### src/rtl/serial_add_pkg.sv
// serial_add_pkg: shared FSM state type, default width and counter-width derivation
// for the bit-serial adder controller.
package serial_add_pkg;
  typedef enum logic [1:0] {IDLE = 2'd0, RUN = 2'd1, DONE = 2'd2} state_e;
  localparam int DEFAULT_WIDTH = 8;
  function automatic int cnt_width(input int w);
    return $clog2(w);
  endfunction
endpackage

### src/rtl/serial_add_ctrl_fa_cell.sv
// fa_cell: one-bit full adder built from gate primitives; the only arithmetic in the
// serial adder.
module fa_cell (
  input  logic a,
  input  logic b,
  input  logic ci,
  output logic s,
  output logic co
);
  logic ab_x, ab_a, c_a;
  xor g_x0 (ab_x, a, b);
  xor g_x1 (s, ab_x, ci);
  and g_a0 (ab_a, a, b);
  and g_a1 (c_a, ab_x, ci);
  or  g_o0 (co, ab_a, c_a);
endmodule

### src/rtl/serial_add_ctrl.sv
// serial_add_ctrl: bit-serial add controller, one bit per clock LSB first through fa_cell.
// Optional subtract mode (sub port, b inverted with carry-in forced to 1) with SERIAL_ADD_SUB_EN.
module serial_add_ctrl
  import serial_add_pkg::*;
#(
  parameter int WIDTH = DEFAULT_WIDTH
) (
  input  logic             clk,
  input  logic             rst_n,
  input  logic             start_valid,
  output logic             start_ready,
  input  logic [WIDTH-1:0] op_a,
  input  logic [WIDTH-1:0] op_b,
  input  logic             cin,
`ifdef SERIAL_ADD_SUB_EN
  input  logic             sub,
`endif
  output logic             res_valid,
  input  logic             res_ready,
  output logic [WIDTH-1:0] sum,
  output logic             cout,
  output logic             busy
);
  localparam int CW = cnt_width(WIDTH);
  state_e           state_q, state_d;
  logic [WIDTH-1:0] a_q, a_d, b_q, b_d, sum_sh_q, sum_sh_d, sum_q, sum_d;
  logic [CW-1:0]    cnt_q, cnt_d;
  logic             carry_q, carry_d, cout_q, cout_d;
  logic             fa_s, fa_co, ld_carry;
  logic [WIDTH-1:0] ld_b;
`ifdef SERIAL_ADD_SUB_EN
  assign ld_b     = sub ? ~op_b : op_b;
  assign ld_carry = sub | cin;
`else
  assign ld_b     = op_b;
  assign ld_carry = cin;
`endif
  fa_cell u_fa (.a(a_q[0]), .b(b_q[0]), .ci(carry_q), .s(fa_s), .co(fa_co));
  always_comb begin
    state_d  = state_q;
    a_d      = a_q;
    b_d      = b_q;
    carry_d  = carry_q;
    cnt_d    = cnt_q;
    sum_sh_d = sum_sh_q;
    sum_d    = sum_q;
    cout_d   = cout_q;
    if (state_q == IDLE && start_valid) begin
      a_d     = op_a;
      b_d     = ld_b;
      carry_d = ld_carry;
      cnt_d   = '0;
      state_d = RUN;
    end else if (state_q == RUN) begin
      a_d      = a_q >> 1;
      b_d      = b_q >> 1;
      carry_d  = fa_co;
      sum_sh_d = (sum_sh_q >> 1) | (WIDTH'(fa_s) << (WIDTH - 1));
      cnt_d    = cnt_q + 1'b1;
      // last bit: publish the assembled word and hold the counter at WIDTH-1
      if (cnt_q == CW'(WIDTH - 1)) begin
        sum_d   = sum_sh_d;
        cout_d  = fa_co;
        cnt_d   = cnt_q;
        state_d = DONE;
      end
    end else if (state_q == DONE && res_ready) begin
      state_d = IDLE;
    end
  end
  always_ff @(posedge clk or negedge rst_n) begin
    if (!rst_n) begin
      state_q  <= IDLE;
      a_q      <= '0;
      b_q      <= '0;
      carry_q  <= 1'b0;
      cnt_q    <= '0;
      sum_sh_q <= '0;
      sum_q    <= '0;
      cout_q   <= 1'b0;
    end else begin
      state_q  <= state_d;
      a_q      <= a_d;
      b_q      <= b_d;
      carry_q  <= carry_d;
      cnt_q    <= cnt_d;
      sum_sh_q <= sum_sh_d;
      sum_q    <= sum_d;
      cout_q   <= cout_d;
    end
  end
  assign start_ready = state_q == IDLE;
  assign res_valid   = state_q == DONE;
  assign busy        = state_q != IDLE;
  assign sum         = sum_q;
  assign cout        = cout_q;
endmodule

### config.mk
export PLATFORM = sky130hd
export DESIGN_NAME = serial_add_ctrl
export DESIGN_NICKNAME = d
export VERILOG_FILES = /design/src/rtl/serial_add_pkg.sv /design/src/rtl/serial_add_ctrl_fa_cell.sv /design/src/rtl/serial_add_ctrl.sv
export SDC_FILE = /design/constraint.sdc
export NUM_CORES = 1
export LEC_CHECK = 0
export CAP_MARGIN = 20
export CORE_MARGIN = 4
export CORE_UTILIZATION = 50
export DETAILED_ROUTE_END_ITERATION = 16
export PLACE_DENSITY = 0.86
export SLEW_MARGIN = 0
export SYNTH_ARGS = -nofsm -noshare
export SYNTH_HDL_FRONTEND = slang
export SYNTH_SLANG_ARGS = --single-unit
### constraint.sdc
create_clock -name clk -period 1.8 [get_ports clk]
set_clock_uncertainty 0.15 [all_clocks]
set_input_delay 0.18 -clock clk [delete_from_list [all_inputs] [get_ports clk]]
set_output_delay 0.18 -clock clk [all_outputs]
set_load 0.01 [all_outputs]
==> results of run 1 <==
[sequential cells by signal, indices dropped and copies added (netlist names)]
| register | cells |
|---|---|
| b_q | 8 |
| carry_q | 1 |
| cnt_q | 3 |
| a_q | 8 |
| cout | 1 |
| sum_sh_q | 7 |
| sum | 8 |
| state_q | 2 |
[cell families (layout without fill, tap and decap cells)]
group           Yosys count  after routing
compound gates           45             45
flops                    38             38
simple gates             25             25
mux                      16             16
buf+inv                  14             51
fa+ha+maj                 3              3
[where the power goes]
part | internal (mW) | leakage [nW] | switching (mW)
logic | 0.738 | 0.488 | 0.520
clock network | 0.176 | 0.0302 | 0.247
registers | 1.21 | 0.451 | 0.270
[how the worst max path moves through the flow]
stage	cells past startpoint	to	start	slack, ns
global placement	4	sum[0]	cnt_q[0]	0.15
CTS	3	busy	state_q[0]	0.01
global route	4	res_valid	state_q[1]	0.06
finish	4	sum[0]	cnt_q[0]	0.16
detailed placement	4	sum[3]	cnt_q[0]	0.1
floorplan	4	cout	cnt_q[0]	0.19
[what timing repair did]
item / CTS / global route
hold buffers: 0 / 0
resized for setup: 4 / 2
endpoints found under the setup margin: 3 / 10
setup buffers: 3 / 0
[layout make-up]
| cell class | instances | area, µm² | area share [%] |
|---|---|---|---|
| Inverter | 4 | 20.0 | 0.903 |
| Sequential cell | 38 | 952 | 43.0 |
| Clock buffer | 6 | 51.3 | 2.32 |
| Timing Repair Buffer | 41 | 388 | 17.5 |
| Tap cell | 46 | 57.6 | 2.60 |
| Multi-Input combinational cell | 89 | 747 | 33.7 |
[layer usage]
metal / vias to the layer above / routed length, µm / track usage (%)
li1: 600 / - / -
met2: 55 / 1690 / 29.8
met3: 12 / 259 / 4.66
met4: 0 / 97 / 6.70
met1: 622 / 1510 / 22.7
met5: - / 0 / 0
[metrics by stage]
step | hold WS (ns) | cell area [µm²]
after CTS | 0.128 | 2210
after global placement | 0.331 | 2140
final | 0.126 | 2220
after global routing | 0.156 | 2220
after floorplan | -0.266 | 1790
after detailed placement | 0.345 | 2140
[layout by cell type, fill, tap and decap left out, drive strengths merged]
master and instances:
o22ai 24, ha 2, clkdlybuf4s50 29, a22oi 2, a21boi 1, o21ai 1
dlygate4sd2 2, a2bb2oi 2, fa 1, nor2 6, nand2b 3, clkinv 1
a32o 1, a21oi 9, dfrtp 38, o32ai 1, nand3 1, mux2 16
clkbuf 6, o2bb2ai 3, nor3 13, nand2 1, dlymetal6s2s 1, buf 9
o31ai 1, inv 3, or2 1
==> reports/qor.csv, run 1 <==
metric,value,unit
core area,3390,µm²
gpl congestion,0.909,
sequential element share of the synthesized area,53.2,%
Worst R2R Start,cnt_q[0],
worst skew pair latency,0.33,ns
setup repair after global routing missed its margin,false,
WL/cell,15.9,µm
Yosys top cell area share,53.2,%
Fillers,249,
Layout area overhead,24.0,%
main combinational cell family by area after synthesis,compound AO/OA/AOI/OAI gates,
TNS Setup,0,ns
iteration-0 DRC count of the detailed router,38,
final HPWL from detailed placement,2560,µm
Post-synth EDFFs,0,
Total Power,3.16,mW
max incr delay on CP,0.42,ns
number of global-route vias before repair,1336,
post-synthesis xor/xnor area fraction,0,%
Worst-Margin Slew,0.479,ns
max-cap violation count,0,
mux cell area share after synthesis,13.4,%
Post-synth ARST share,100,%
compound-gate portion of the synthesized area,16.4,%
most frequently used flop master after synthesis,dfrtp_1,
PnR worst setup slack,0.156,ns
Hold Crit Class,in -> async,
Die Span Y,67.8,µm
Max-slew headroom,68.1,%
GRT Util Overall,18.0,%
Total Nets Final,203,
layout cells sized above 1,23.0,%
"wirelength, routed",3560,µm
vias per cell,5.75,
"top cells by area, synth","dfrtp_1, mux2_4, o22ai_1",
Cell variety after synth,27,
CTS sink cnt,38,
CTS tree,built,
outcome,finished clean,
port bufs,32,
Tcrit/Tclk final,91.3,%
final slew viol count,0,
first-pass GRT wire length,6180,µm
"Buf+Inv Stages, Crit Path",0,
"FF+latch count, synth",38,
post-synthesis cell area,1790,µm²
gr ovfl total,0,
Remaining DRCs,0,
post-synth top area cell,dfrtp_1,
fin cells,224,
pre-CTS setup slack,0.0974,ns
Final Hold Vio Count,0,
slowest cell on the critical path,dfrtp_1,
"count leader, synth",dfrtp_1,
Core Rows,21,
Crit path max-delay family,adder cells,
Post-Syn Area per Cell,12.7,µm²
fin crit period,1.64,ns
Post-DRT Antenna Nets,0,
PD cells,1420,nW/µm²
FF-to-FF path depth,4,
CP required,1.87,ns
pin count of the biggest net entering global routing,39,
Starting Density,52.7,%
Clock transition at path regs,0.10,ns
vias,1289,
Max Root-Sink Buffers,2,
CTS H-Tree Depth,2,
Antenna Cells,0,
die width,67.8,µm
leak pwr,0.969,nW
Synth Area in Adders,2.52,%
reg-to-reg endpoint,sum[0],
drt pass-1 iters,4,
initial antenna violation count,0,
critical-path cell list,ha_1 -> ha_2 -> nand3_4 -> mux2_4,
Setup CP Type,reg -> reg,
Ports,33,
CP Max Fanout,10,
yosys warns,0,
Finish-stage setup viols,0,
Critical Path Source Type,flip-flop,
simple-gate share of the synthesized area,9.17,%
placed cell count,215,
Finished Core Util,65.4,%
cells after synthesis,141,
syn nets,165,
CTS buffer count,5,
Peak supply drop,776,µV
Die ar.,4590,µm²
Synth top cells by count,"dfrtp_1, o22ai_1, mux2_4",
critical path endpoint category,flip-flop,
Max Clock Freq,608,MHz
Reg2Reg Setup Slack,0.16,ns
Crit path arrival time,1.72,ns
root buffer cell,clkbuf_4,
Power figures use the tool's default switching activity.
==> run 2: changes to the inputs <==
--- a/config.mk
+++ b/config.mk
@@ -9,6 +9,7 @@
 export CORE_MARGIN = 4
 export CORE_UTILIZATION = 50
 export DETAILED_ROUTE_END_ITERATION = 16
+export GPL_TIMING_DRIVEN = 1
 export PLACE_DENSITY = 0.86
 export SLEW_MARGIN = 0
 export SYNTH_ARGS = -nofsm -noshare
==> results of run 2 <==
Same layout as run 1: the final DEF is identical, and so are final timing and power.
